--- src/rtl/ahbl_apb_bridge.sv ---
// ---------------------------------------------------------------------------
// ahbl_apb_bridge
//
// AHB-Lite slave to APB3 master bridge. Each AHB-Lite single transfer becomes
// one APB SETUP/ACCESS sequence. The bridge inserts wait states on HREADYOUT
// while the APB side is busy. It decodes one of sixteen PSEL lines from a
// 4-bit field of HADDR. PSLVERR, an optional PREADY timeout and illegal
// (non-word) writes all produce the two-cycle AHB ERROR response.
//
// Parameters
//   SEL_LSB   lowest HADDR bit of the 4-bit PSEL index field (2..28)
//   TIMEOUT   maximum ACCESS cycles with PREADY low, 0 = no timeout (<=65535)
//
// Ports
//   HCLK, HRESET        clock, asynchronous active-high reset
//   HSEL, HADDR, HTRANS, HWRITE, HSIZE, HWDATA, HREADYIN
//                       AHB-Lite slave request side
//   HREADYOUT, HRESP, HRDATA
//                       AHB-Lite slave response side (all registered)
//   PADDR, PSEL, PENABLE, PWRITE, PWDATA
//                       APB3 master request side (all registered)
//   PRDATA, PREADY, PSLVERR
//                       APB3 completer response
// ---------------------------------------------------------------------------
module ahbl_apb_bridge #(
    parameter int SEL_LSB = 24,
    parameter int TIMEOUT = 0
) (
    input  logic        HCLK,
    input  logic        HRESET,
    input  logic        HSEL,
    input  logic [31:0] HADDR,
    input  logic [1:0]  HTRANS,
    input  logic        HWRITE,
    input  logic [2:0]  HSIZE,
    input  logic [31:0] HWDATA,
    input  logic        HREADYIN,
    output logic        HREADYOUT,
    output logic        HRESP,
    output logic [31:0] HRDATA,
    output logic [31:0] PADDR,
    output logic [15:0] PSEL,
    output logic        PENABLE,
    output logic        PWRITE,
    output logic [31:0] PWDATA,
    input  logic [31:0] PRDATA,
    input  logic        PREADY,
    input  logic        PSLVERR
);

    typedef enum logic [2:0] {
        IDLE,
        LATCH,
        SETUP,
        ACCESS,
        ERR1,
        ERR2
    } state_t;

    // Counter value seen in the last ACCESS cycle allowed before timing out.
    localparam logic [15:0] TIMEOUT_LAST =
        (TIMEOUT == 0) ? 16'd0 : 16'(TIMEOUT - 1);

    state_t      state;
    state_t      next_state;
    logic [3:0]  sel_idx;
    logic [3:0]  sel_idx_next;
    logic [15:0] timeout_cnt;
    logic        cap;
    logic        capture_now;
    logic        timed_out;

    // HTRANS[0] only distinguishes SEQ from NONSEQ (or BUSY from IDLE);
    // single transfers treat both alike.
    logic        unused_htrans0;
    assign unused_htrans0 = HTRANS[0];

    // Next-state decode. A new address phase is accepted only when the bridge
    // is showing HREADYOUT high, i.e. in IDLE or in the second ERROR cycle,
    // which lets a master pipeline its next request into a completing cycle.
    always_comb begin
        next_state   = state;
        cap          = HSEL & HTRANS[1] & HREADYIN & HREADYOUT;
        capture_now  = 1'b0;
        timed_out    = 1'b0;
        sel_idx_next = sel_idx;

        if (TIMEOUT != 0) begin
            timed_out = (timeout_cnt == TIMEOUT_LAST);
        end

        case (state)
            IDLE, ERR2: begin
                if (cap) begin
                    capture_now  = 1'b1;
                    sel_idx_next = HADDR[SEL_LSB +: 4];
                    if (HWRITE && (HSIZE != 3'b010)) begin
                        next_state = ERR1;
                    end else if (HWRITE) begin
                        next_state = LATCH;
                    end else begin
                        next_state = SETUP;
                    end
                end else begin
                    next_state = IDLE;
                end
            end
            LATCH: begin
                next_state = SETUP;
            end
            SETUP: begin
                next_state = ACCESS;
            end
            ACCESS: begin
                if (PREADY) begin
                    next_state = PSLVERR ? ERR1 : IDLE;
                end else if (timed_out) begin
                    next_state = ERR1;
                end
            end
            ERR1: begin
                next_state = ERR2;
            end
            default: begin
                next_state = IDLE;
            end
        endcase
    end

    // State register.
    always_ff @(posedge HCLK or posedge HRESET) begin
        if (HRESET) begin
            state <= IDLE;
        end else begin
            state <= next_state;
        end
    end

    // Response and APB control outputs are registered from the next state so
    // that every output is a flop yet still lines up with the state it
    // belongs to.
    always_ff @(posedge HCLK or posedge HRESET) begin
        if (HRESET) begin
            HREADYOUT <= 1'b1;
            HRESP     <= 1'b0;
            PSEL      <= 16'h0000;
            PENABLE   <= 1'b0;
        end else begin
            HREADYOUT <= (next_state == IDLE) || (next_state == ERR2);
            HRESP     <= (next_state == ERR1) || (next_state == ERR2);
            PENABLE   <= (next_state == ACCESS);
            if ((next_state == SETUP) || (next_state == ACCESS)) begin
                PSEL <= 16'h0001 << sel_idx_next;
            end else begin
                PSEL <= 16'h0000;
            end
        end
    end

    // Address-phase capture. Illegal writes are captured as well; they simply
    // never reach SETUP, so PADDR/PWRITE change without any APB activity.
    always_ff @(posedge HCLK or posedge HRESET) begin
        if (HRESET) begin
            PADDR   <= 32'h0;
            PWRITE  <= 1'b0;
            sel_idx <= 4'h0;
        end else if (capture_now) begin
            PADDR   <= HADDR;
            PWRITE  <= HWRITE;
            sel_idx <= sel_idx_next;
        end
    end

    // Write data is only valid in the AHB data phase, which is the LATCH cycle.
    always_ff @(posedge HCLK or posedge HRESET) begin
        if (HRESET) begin
            PWDATA <= 32'h0;
        end else if (state == LATCH) begin
            PWDATA <= HWDATA;
        end
    end

    // Read data is taken only from a successful read completion and held
    // until the next one.
    always_ff @(posedge HCLK or posedge HRESET) begin
        if (HRESET) begin
            HRDATA <= 32'h0;
        end else if ((state == ACCESS) && PREADY && !PSLVERR && !PWRITE) begin
            HRDATA <= PRDATA;
        end
    end

    // Counts ACCESS cycles with PREADY low; restarted for every APB transfer.
    always_ff @(posedge HCLK or posedge HRESET) begin
        if (HRESET) begin
            timeout_cnt <= 16'h0;
        end else if (next_state == SETUP) begin
            timeout_cnt <= 16'h0;
        end else if ((state == ACCESS) && !PREADY) begin
            timeout_cnt <= timeout_cnt + 16'h1;
        end
    end

endmodule

--- config.mk ---
export PLATFORM = sky130hd
export DESIGN_NAME = ahbl_apb_bridge
export DESIGN_NICKNAME = d
export VERILOG_FILES = /design/src/rtl/ahbl_apb_bridge.sv
export SDC_FILE = /design/constraint.sdc
export NUM_CORES = 1
export LEC_CHECK = 0
export ABC_AREA = 1
export ABC_CLOCK_PERIOD_IN_PS = 3700
export CAP_MARGIN = 20
export CORE_MARGIN = 4
export CORE_UTILIZATION = 37
export CTS_BUF_LIST = sky130_fd_sc_hd__clkbuf_8 sky130_fd_sc_hd__clkbuf_16
export CTS_CLUSTER_SIZE = 16
export DETAILED_ROUTE_END_ITERATION = 16
export GPL_ROUTABILITY_DRIVEN = 0
export GPL_TIMING_DRIVEN = 0
export PLACE_DENSITY_LB_ADDON = 0.3
export SYNTH_ARGS = -nofsm -noshare
export SYNTH_HDL_FRONTEND = slang
export SYNTH_SLANG_ARGS = --single-unit
--- constraint.sdc ---
create_clock -name HCLK -period 3.7 [get_ports HCLK]
set_input_delay 0.74 -clock HCLK [delete_from_list [all_inputs] [get_ports HCLK]]
set_output_delay 0.74 -clock HCLK [all_outputs]
set_load 0.02 [all_outputs]
==> impl_summary.md, run 1 <==
GRT
The global-route wire length before repair is 20400 um. The largest net degree at the start of global routing is 44. Global routing finished with a remaining overflow of 0. The via count of the first global-routing pass was 4001. In the global route stage, overall resource usage came out at 0.183. The initial antenna violation count was 1.

Cells and area
The count of nets after finishing is 734. The final cell count without fillers is 807. The signed area change from the synthesized netlist to the final layout is 66.0%. The proportion of layout cells with a drive suffix above 1 is 0.187.

Yosys
For this run, the number of Yosys warnings is 0. The combined area of all synthesized cells is 4650 sq um. Summed over all instances, the cell type with the most area after synthesis is dfrtp_1. The synthesized instance count is 383.

Of the total synthesized cell area, the portion taken by XOR and XNOR cells is 0. The share of synthesized area in the top cell type comes to 0.657. The synthesized area divided by synthesized cell count is 12.1 sq um. The adder-cell share of the synthesized area is 0. The compound-gate portion of the synthesized area is 0.00377. The fraction of synthesis flops using an asynchronous set or reset pin is 1.00. The most repeated cell in the gate-level netlist after synthesis is dfrtp_1. The count of cell types in the netlist is 20. By area the synthesized netlist is led by dfrtp_1, mux2_2, nand2_1, nor2_1, nand3_1. The most used flip-flop cell after synthesis is dfrtp_1. The post-synthesis net count is 491. The commonest cells after synthesis are dfrtp_1, nand2_1, mux2_2. Of the total synthesized cell area, the portion taken by AND, OR, NAND and NOR gates is 0.151. The dominant combinational cell family by area after synthesis is multiplexers.

The multiplexer fraction of the synthesized cell area is 0.155. For this run, the register share of the synthesized area comes to 0.662. The flip-flop and latch count after synthesis is 123.

In this run, synthesis inferred 0 flip-flops with an integrated enable.

Hold path
The hold-critical path endpoint is PADDR[3]. The worst hold path passes through 2 cells. The path class of the lowest-slack min-delay path is flop to flop.

In this run the most critical hold path is launched from PADDR[3].

CTS
The CTS root buffer is clkbuf_16. CTS built an H-tree with a depth of 4. TritonCTS built the clock tree. Clock-pin slew was measured on the worst setup and hold paths at 0.05 ns.

The clock drives 123 sinks. No sink is reached through more buffers than the 2 on the longest clock path. The number of hold buffers added after CTS was 0. The number of instances resized during post-cts repair is 0.

The number of post-CTS setup repair buffers is 0. The insertion delay to the later sink of the worst-skew pair is 0.40 ns. The number of clock buffers added by TritonCTS is 17.

Die
The die covers 14400 sq um. The floorplan has 40 rows. From bottom edge to top edge, the die measures 120 um.

The floorplan step defined a core boundary enclosing 12200 sq um. Measured along the x axis, the die boundary spans 120 um. For this configuration, the core starts out at a cell density of 0.382.

During I/O placement, the number of pins put on the boundary was 224.

Critical path
The setup slack on the worst flop-to-flop path is 1.77 ns. Among all stages on the critical path, the largest delay is contributed by clkdlybuf4s50_1. Measured in cells, the most critical reg-to-reg path has a length of 8. Data on the critical path is required at its endpoint by 2.96 ns.

In this run the worst path has a maximum fanout of 2. The worst setup path is of the flop to output port kind. The element type at the critical path end is an output port.

The kind of cell adding the most delay to the critical path is buffers and inverters. The arrival time reported for the critical path endpoint is 1.54 ns. STA classifies the critical path startpoint as a flop. The most critical setup path has its startpoint at HREADYOUT.

The peak per-stage delay on the critical path is 0.60 ns. The capture instance of the worst register-to-register path is PADDR[0]. The number of buffer and inverter stages on the critical path is 1.

The critical path goes through clkdlybuf4s50_1. The startpoint identified for the worst register-to-register timing path is HREADYOUT.

Place
The half-perimeter wire length after placement is 9790 um. Prior to clock tree synthesis, the placed netlist has a worst setup slack of 1.09 ns. Counting tap cells, the placed design contains a total of 775 instances. The number of input and output port buffers inserted is 222.

Timing
Setup repair after global routing left no endpoint under its margin. The minimum hold slack is 0.479 ns. The final-report hold violation count is 0. The final worst slack is 1.42 ns. The sum of negative setup slack is 0 ns. The setup skew after layout is 0.00652 ns.

The maximum clock frequency is 0.439 GHz. The slew at the pin closest to its max-slew limit is 0.912 ns. Setup violations remaining at the end of the flow were counted as 0.

Measured against its own limit, the worst slew margin works out to 0.391. In the finished design, the share of the clock period the worst path needs comes to 0.616. The count of final max-slew check failures is 0. The routed design could run at a clock period as short as 2.28 ns.

Power
Power spread over the standard cell area amounts to 877 nW/um^2. The reported leakage power is 3.52 nW. The final total power is 6.77 mW.

VDD sags by at most 0.439 mV.

Job
Max-cap violations in this run came to 0.

Routing
The via count of the routed design is 3617. For this run, the detailed router's first-pass iteration total came to 4. The number of DRC violations after detailed routing is 0. The count of nets left with antenna violations once routing finished came out at 0. Dividing the detail-routed via count by the number of cells gives 4.48. In this run, the number of DRC markers left after iteration 0 of detailed routing was 93.

The final layout contains routed wiring with a total length of 12600 um. In the final routed layout, each cell accounts on average for 15.6 um.

Run status
The flow ran to the end, and the final reports show no timing, DRC or antenna violations.
## through the flow
step	utilization	cell area, sq um
2_1_floorplan	-	4650
3_3_place_gp	0.583	7090
3_5_place_dp	0.586	7130
4_1_cts	0.634	7710
5_1_grt	0.635	7720
6_report	0.635	7720
## layout make-up
cell class,count,area [sq um]
well taps,168,210
fillers,979,4440
multi-input cells,231,1440
inverters,16,63.8
clock buffers,22,494
flip-flops and latches,123,3080
diodes,1,2.50
plain buffers,13,71.3
clock inverters,9,95.1
repair buffers,224,2260
## cell families (layout without fill, tap and decap cells)
kind of cell,Yosys count,count (layout)
AND/OR/NAND/NOR,165,165
AO/OA/AOI/OAI,2,2
flip-flops,123,123
other,0,1
buffers and inverters,29,284
multiplexers,64,64
## flip-flops by register name (all words and copies together), names as in the netlist
name and count:
HRESP 1, state 3, PADDR 32, PENABLE 1, sel_idx 4, HRDATA 32
HREADYOUT 1, PWDATA 32, PWRITE 1, PSEL 16
## metal layers
layer,up-vias,global-route usage,wire (um)
met1,1717,0.205,4790
met2,151,0.300,6220
met4,0,0.0787,298
met5,-,0,0
met3,21,0.0844,1290
li1,1728,-,-
## where the power goes
part           switching (mW)  internal [mW]
Sequential              0.295           1.93
Clock                   0.544           1.07
Combinational            1.45           1.49
Total                    2.28           4.49
## how the worst max path moves through the flow
| stage | to | slack, ns | cells past startpoint |
|---|---|---|---|
| 6_report | HREADYOUT | 1.42 | 1 |
| 5_1_grt | PADDR[8] | 1.35 | 9 |
| 4_1_cts | HREADYOUT | 1.39 | 1 |
| 3_5_place_dp | PADDR[8] | 1.09 | 9 |
| 3_3_place_gp | PSEL[1] | 0.34 | 2 |
| 2_1_floorplan | HRDATA[0] | 1.45 | 1 |
## placed cells by master, fill, tap and decap left out
| master | instances |
|---|---|
| clkinv_2 | 4 |
| clkbuf_8 | 5 |
| nor2_1 | 25 |
| nor2_2 | 1 |
| o21ai_2 | 2 |
| buf_6 | 1 |
| clkinvlp_4 | 2 |
| nand2_4 | 4 |
| nand3_1 | 14 |
| nand3_2 | 2 |
| clkbuf_1 | 2 |
| clkbuf_16 | 17 |
| buf_2 | 9 |
| dfrtp_1 | 122 |
| nand4_1 | 4 |
| buf_4 | 1 |
| nand2_2 | 3 |
| mux2_1 | 4 |
| clkdlybuf4s50_1 | 222 |
| mux2_2 | 60 |
| inv_1 | 14 |
| buf_12 | 2 |
| inv_2 | 3 |
| dfstp_2 | 1 |
| diode_2 | 1 |
| nor3_1 | 1 |
| nand2_1 | 111 |
| bufinv_16 | 2 |
No activity file was read; power rests on OpenSTA's default activity.
==> run 2, diff against run 1 <==
--- a/config.mk
+++ b/config.mk
@@ -6,7 +6,7 @@
 export NUM_CORES = 1
 export LEC_CHECK = 0
 export ABC_AREA = 1
-export ABC_CLOCK_PERIOD_IN_PS = 3700
+export ABC_CLOCK_PERIOD_IN_PS = 1900
 export CAP_MARGIN = 20
 export CORE_MARGIN = 4
 export CORE_UTILIZATION = 37
==> constraint.sdc (replaced) <==
create_clock -name HCLK -period 1.9 [get_ports HCLK]
set_input_delay 0.38 -clock HCLK [delete_from_list [all_inputs] [get_ports HCLK]]
set_output_delay 0.38 -clock HCLK [all_outputs]
set_load 0.02 [all_outputs]
==> run 2 against run 1 <==
  * Core utilization grew 0.051 points
  * Power increased by 95%
  * Clock-buffer cell count is the same
  * Highest routed layer unchanged
  * Largest cell class unchanged
==> impl_summary.md, run 2 (synthesized netlist as in run 1, its figures left out) <==
Run status
The run finished with clean final reports.

GRT
The global-route wire length before repair came to 20400 um (unchanged). The total overflow reported by the global router was 0 (unchanged). The initial antenna violation count is 1 (unchanged). The via count of the first global-routing pass is 4001 (unchanged). The overall routing resource usage came to 0.183 (unchanged). The largest net degree at the start of global routing is 44 (unchanged).

CTS
The clock edge transition at the registers on the reported setup and hold paths is 0.05 ns (about the same). The number of post-CTS setup repair buffers was 0 (unchanged). The clock buffer count from CTS is 17 (unchanged). The root buffer cell chosen for the clock tree is clkbuf_16.

The insertion delay to the later sink of the worst-skew pair was 0.40 ns (about the same). The number of buffers between clock root and the deepest sink came to 2 (unchanged). The clock tree from TritonCTS is built.

The total clock sinks is 123 (unchanged). The CTS H-tree depth is 4 (unchanged). The number of hold buffers added after CTS is 0 (unchanged).

Critical path
The arrival time reported for the critical path endpoint is 1.41 ns (-0.13 ns). The peak per-stage delay on the critical path is 0.65 ns (+0.05 ns). Grouping stages by cell kind, the critical path spends the most delay in buffers and inverters. The signal on the critical path passes through clkdlybuf4s50_1. The highest net fanout along the worst path was 3 (+1).

The worst setup path is of the flop to output port kind. The critical-path cell with the highest stage delay is clkdlybuf4s50_1. The required time of the worst setup path is 1.52 ns (-1.44 ns).

The number of buffer and inverter stages on the critical path is 1 (unchanged). The worst setup path is captured at an output port. STA classifies the critical path startpoint as a flop.

Die
The overall die area is 14400 sq um (unchanged). The top-level port count came to 224 (unchanged). The die height is 120 um (unchanged).

The effective utilization at floorplan came to 0.382 (unchanged). The row count is 40 (unchanged). The width of the die is 120 um (unchanged).

The core box area came to 12200 sq um (unchanged).

Timing
The final setup violation count is 0 (unchanged). The slew at the pin closest to its max-slew limit is 0.912 ns (-0.000741 ns). The setup skew after layout is 0.00654 ns (+0.0000191 ns). The post-route clock period utilization is 0.944.

The minimum hold slack is 0.479 ns (unchanged). Timing would allow up to 0.557 GHz. The final critical-path required period is 1.79 ns. The final worst slack is 0.106 ns (-1.32 ns).

Setup repair after global routing left no endpoint under its margin. The count of final max-slew check failures is 0 (unchanged). The final-report hold violation count is 0 (unchanged). The relative max-transition margin is 0.391 (+0.000495).

Cells and area
The cell area after layout is 7720 sq um (about the same). The count of nets after finishing is 734 (unchanged). The most common library cell in the layout ignoring fill and taps is clkdlybuf4s50_1.

The final cell utilization of the core is 0.635 (about the same). The proportion of layout cells with a drive suffix above 1 is 0.188 (+0.00157). The largest registers in the layout are HRDATA (32), PADDR (32), PWDATA (32). The signed area change from the synthesized netlist to the final layout came to 66.1% (about the same). The final cell count without fillers is 807 (unchanged).

In the layout the commonest cells are clkdlybuf4s50_1, dfrtp_1, nand2_1, mux2_2, nor2_1.

Place
The number of input and output port buffers inserted was 222 (unchanged). The post-placement cell area was 7130 sq um (unchanged). The cell count after placement is 775 (unchanged). The half-perimeter wire length after placement is 9790 um (unchanged). The setup slack after placement is -0.353 ns (-1.44 ns).

Power
The power density over the cells is 1710 nW/um^2 (+95%). The worst voltage drop across the vdd grid is 0.855 mV (+95%). The reported leakage power came to 3.52 nW (about the same).

Routing
The number of DRC violations after detailed routing is 0 (unchanged). The remaining antenna violation count is 0 (unchanged). The average detailed-routed wire length per instance is 15.6 um (about the same). The via count of the routed design is 3616 (-0.028%).

The total routed wirelength was 12600 um (about the same). The post-detailed-route via-to-cell ratio is 4.48 (about the same). The number of DRC markers in iteration 0 is 93 (unchanged). The number of detailed-routing iterations run before antenna repair came to 4 (unchanged).

Job
The max-cap check violation count is 0 (unchanged).

Hold path
The tightest min-delay check is of the flop to flop type.
-- run 2: cell types whose count changed in the layout (fill, tap and decap cells not counted) --
| cell | before | now |
|---|---|---|
| clkdlybuf4s50_1 | 222 | 221 |
| dlygate4sd2_1 | 0 | 1 |
| nor2_1 | 25 | 24 |
| nor2_4 | 0 | 1 |
-- run 2: cell type report --
class	instances	area (sq um)
Inverter	16	63.8
Multi-Input combinational cell	231	1450
Sequential cell	123	3080
Buffer	13	71.3
Tap cell	168	210
Fill cell	979	4440
Clock inverter	9	95.1
Antenna cell	1	2.50
Timing Repair Buffer	224	2260
Clock buffer	22	494
-- run 2: metrics by stage --
| stage | setup TNS, ns | power, mW |
|---|---|---|
| final | 0 | 13.2 |
| after global routing | 0 | 13.9 |
| after CTS | 0 | 13.4 |
| after detailed placement | -16.12 | 10.2 |
| after global placement | -147.78 | 9.97 |
| after floorplan | 0 | 7.26 |
-- run 2: report_power, final --
part / total, mW / internal (mW) / leakage, nW / switching (mW)
logic: 5.72 / 2.90 / 1.69 / 2.82
registers: 4.33 / 3.75 / 1.54 / 0.575
clock network: 3.13 / 2.08 / 0.300 / 1.06
total: 13.2 / 8.73 / 3.52 / 4.45
-- run 2: path summary, 6_finish.rpt --
| check | from | to | slack [ns] | cells after the start |
|---|---|---|---|---|
| worst max-delay path | PWRITE | PWRITE | 0.11 | 1 |
| worst min-delay path | PADDR[3] | PADDR[3] | 0.48 | 2 |
| worst max register to register | HREADYOUT | PADDR[0] | 0.19 | 8 |
| worst min register to register | PADDR[3] | PADDR[3] | 0.48 | 2 |
| max in group asynchronous | HRESET | PSEL[15] | 0.67 | 3 |
| min in group asynchronous | HRESET | PWDATA[10] | 0.52 | 2 |
-- run 2: timing repair --
action	in CTS	in global routing
resized for setup	2	1
hold endpoints to repair	0	0
endpoints found under the setup margin	19	16
-- run 2: per-layer routing --
layer	share of wire	vias up	global-route usage
li1	-	1729	-
met1	0.38	1718	0.205
met2	0.49	148	0.300
met3	0.10	21	0.0844
met4	0.024	0	0.0787
met5	0	-	0
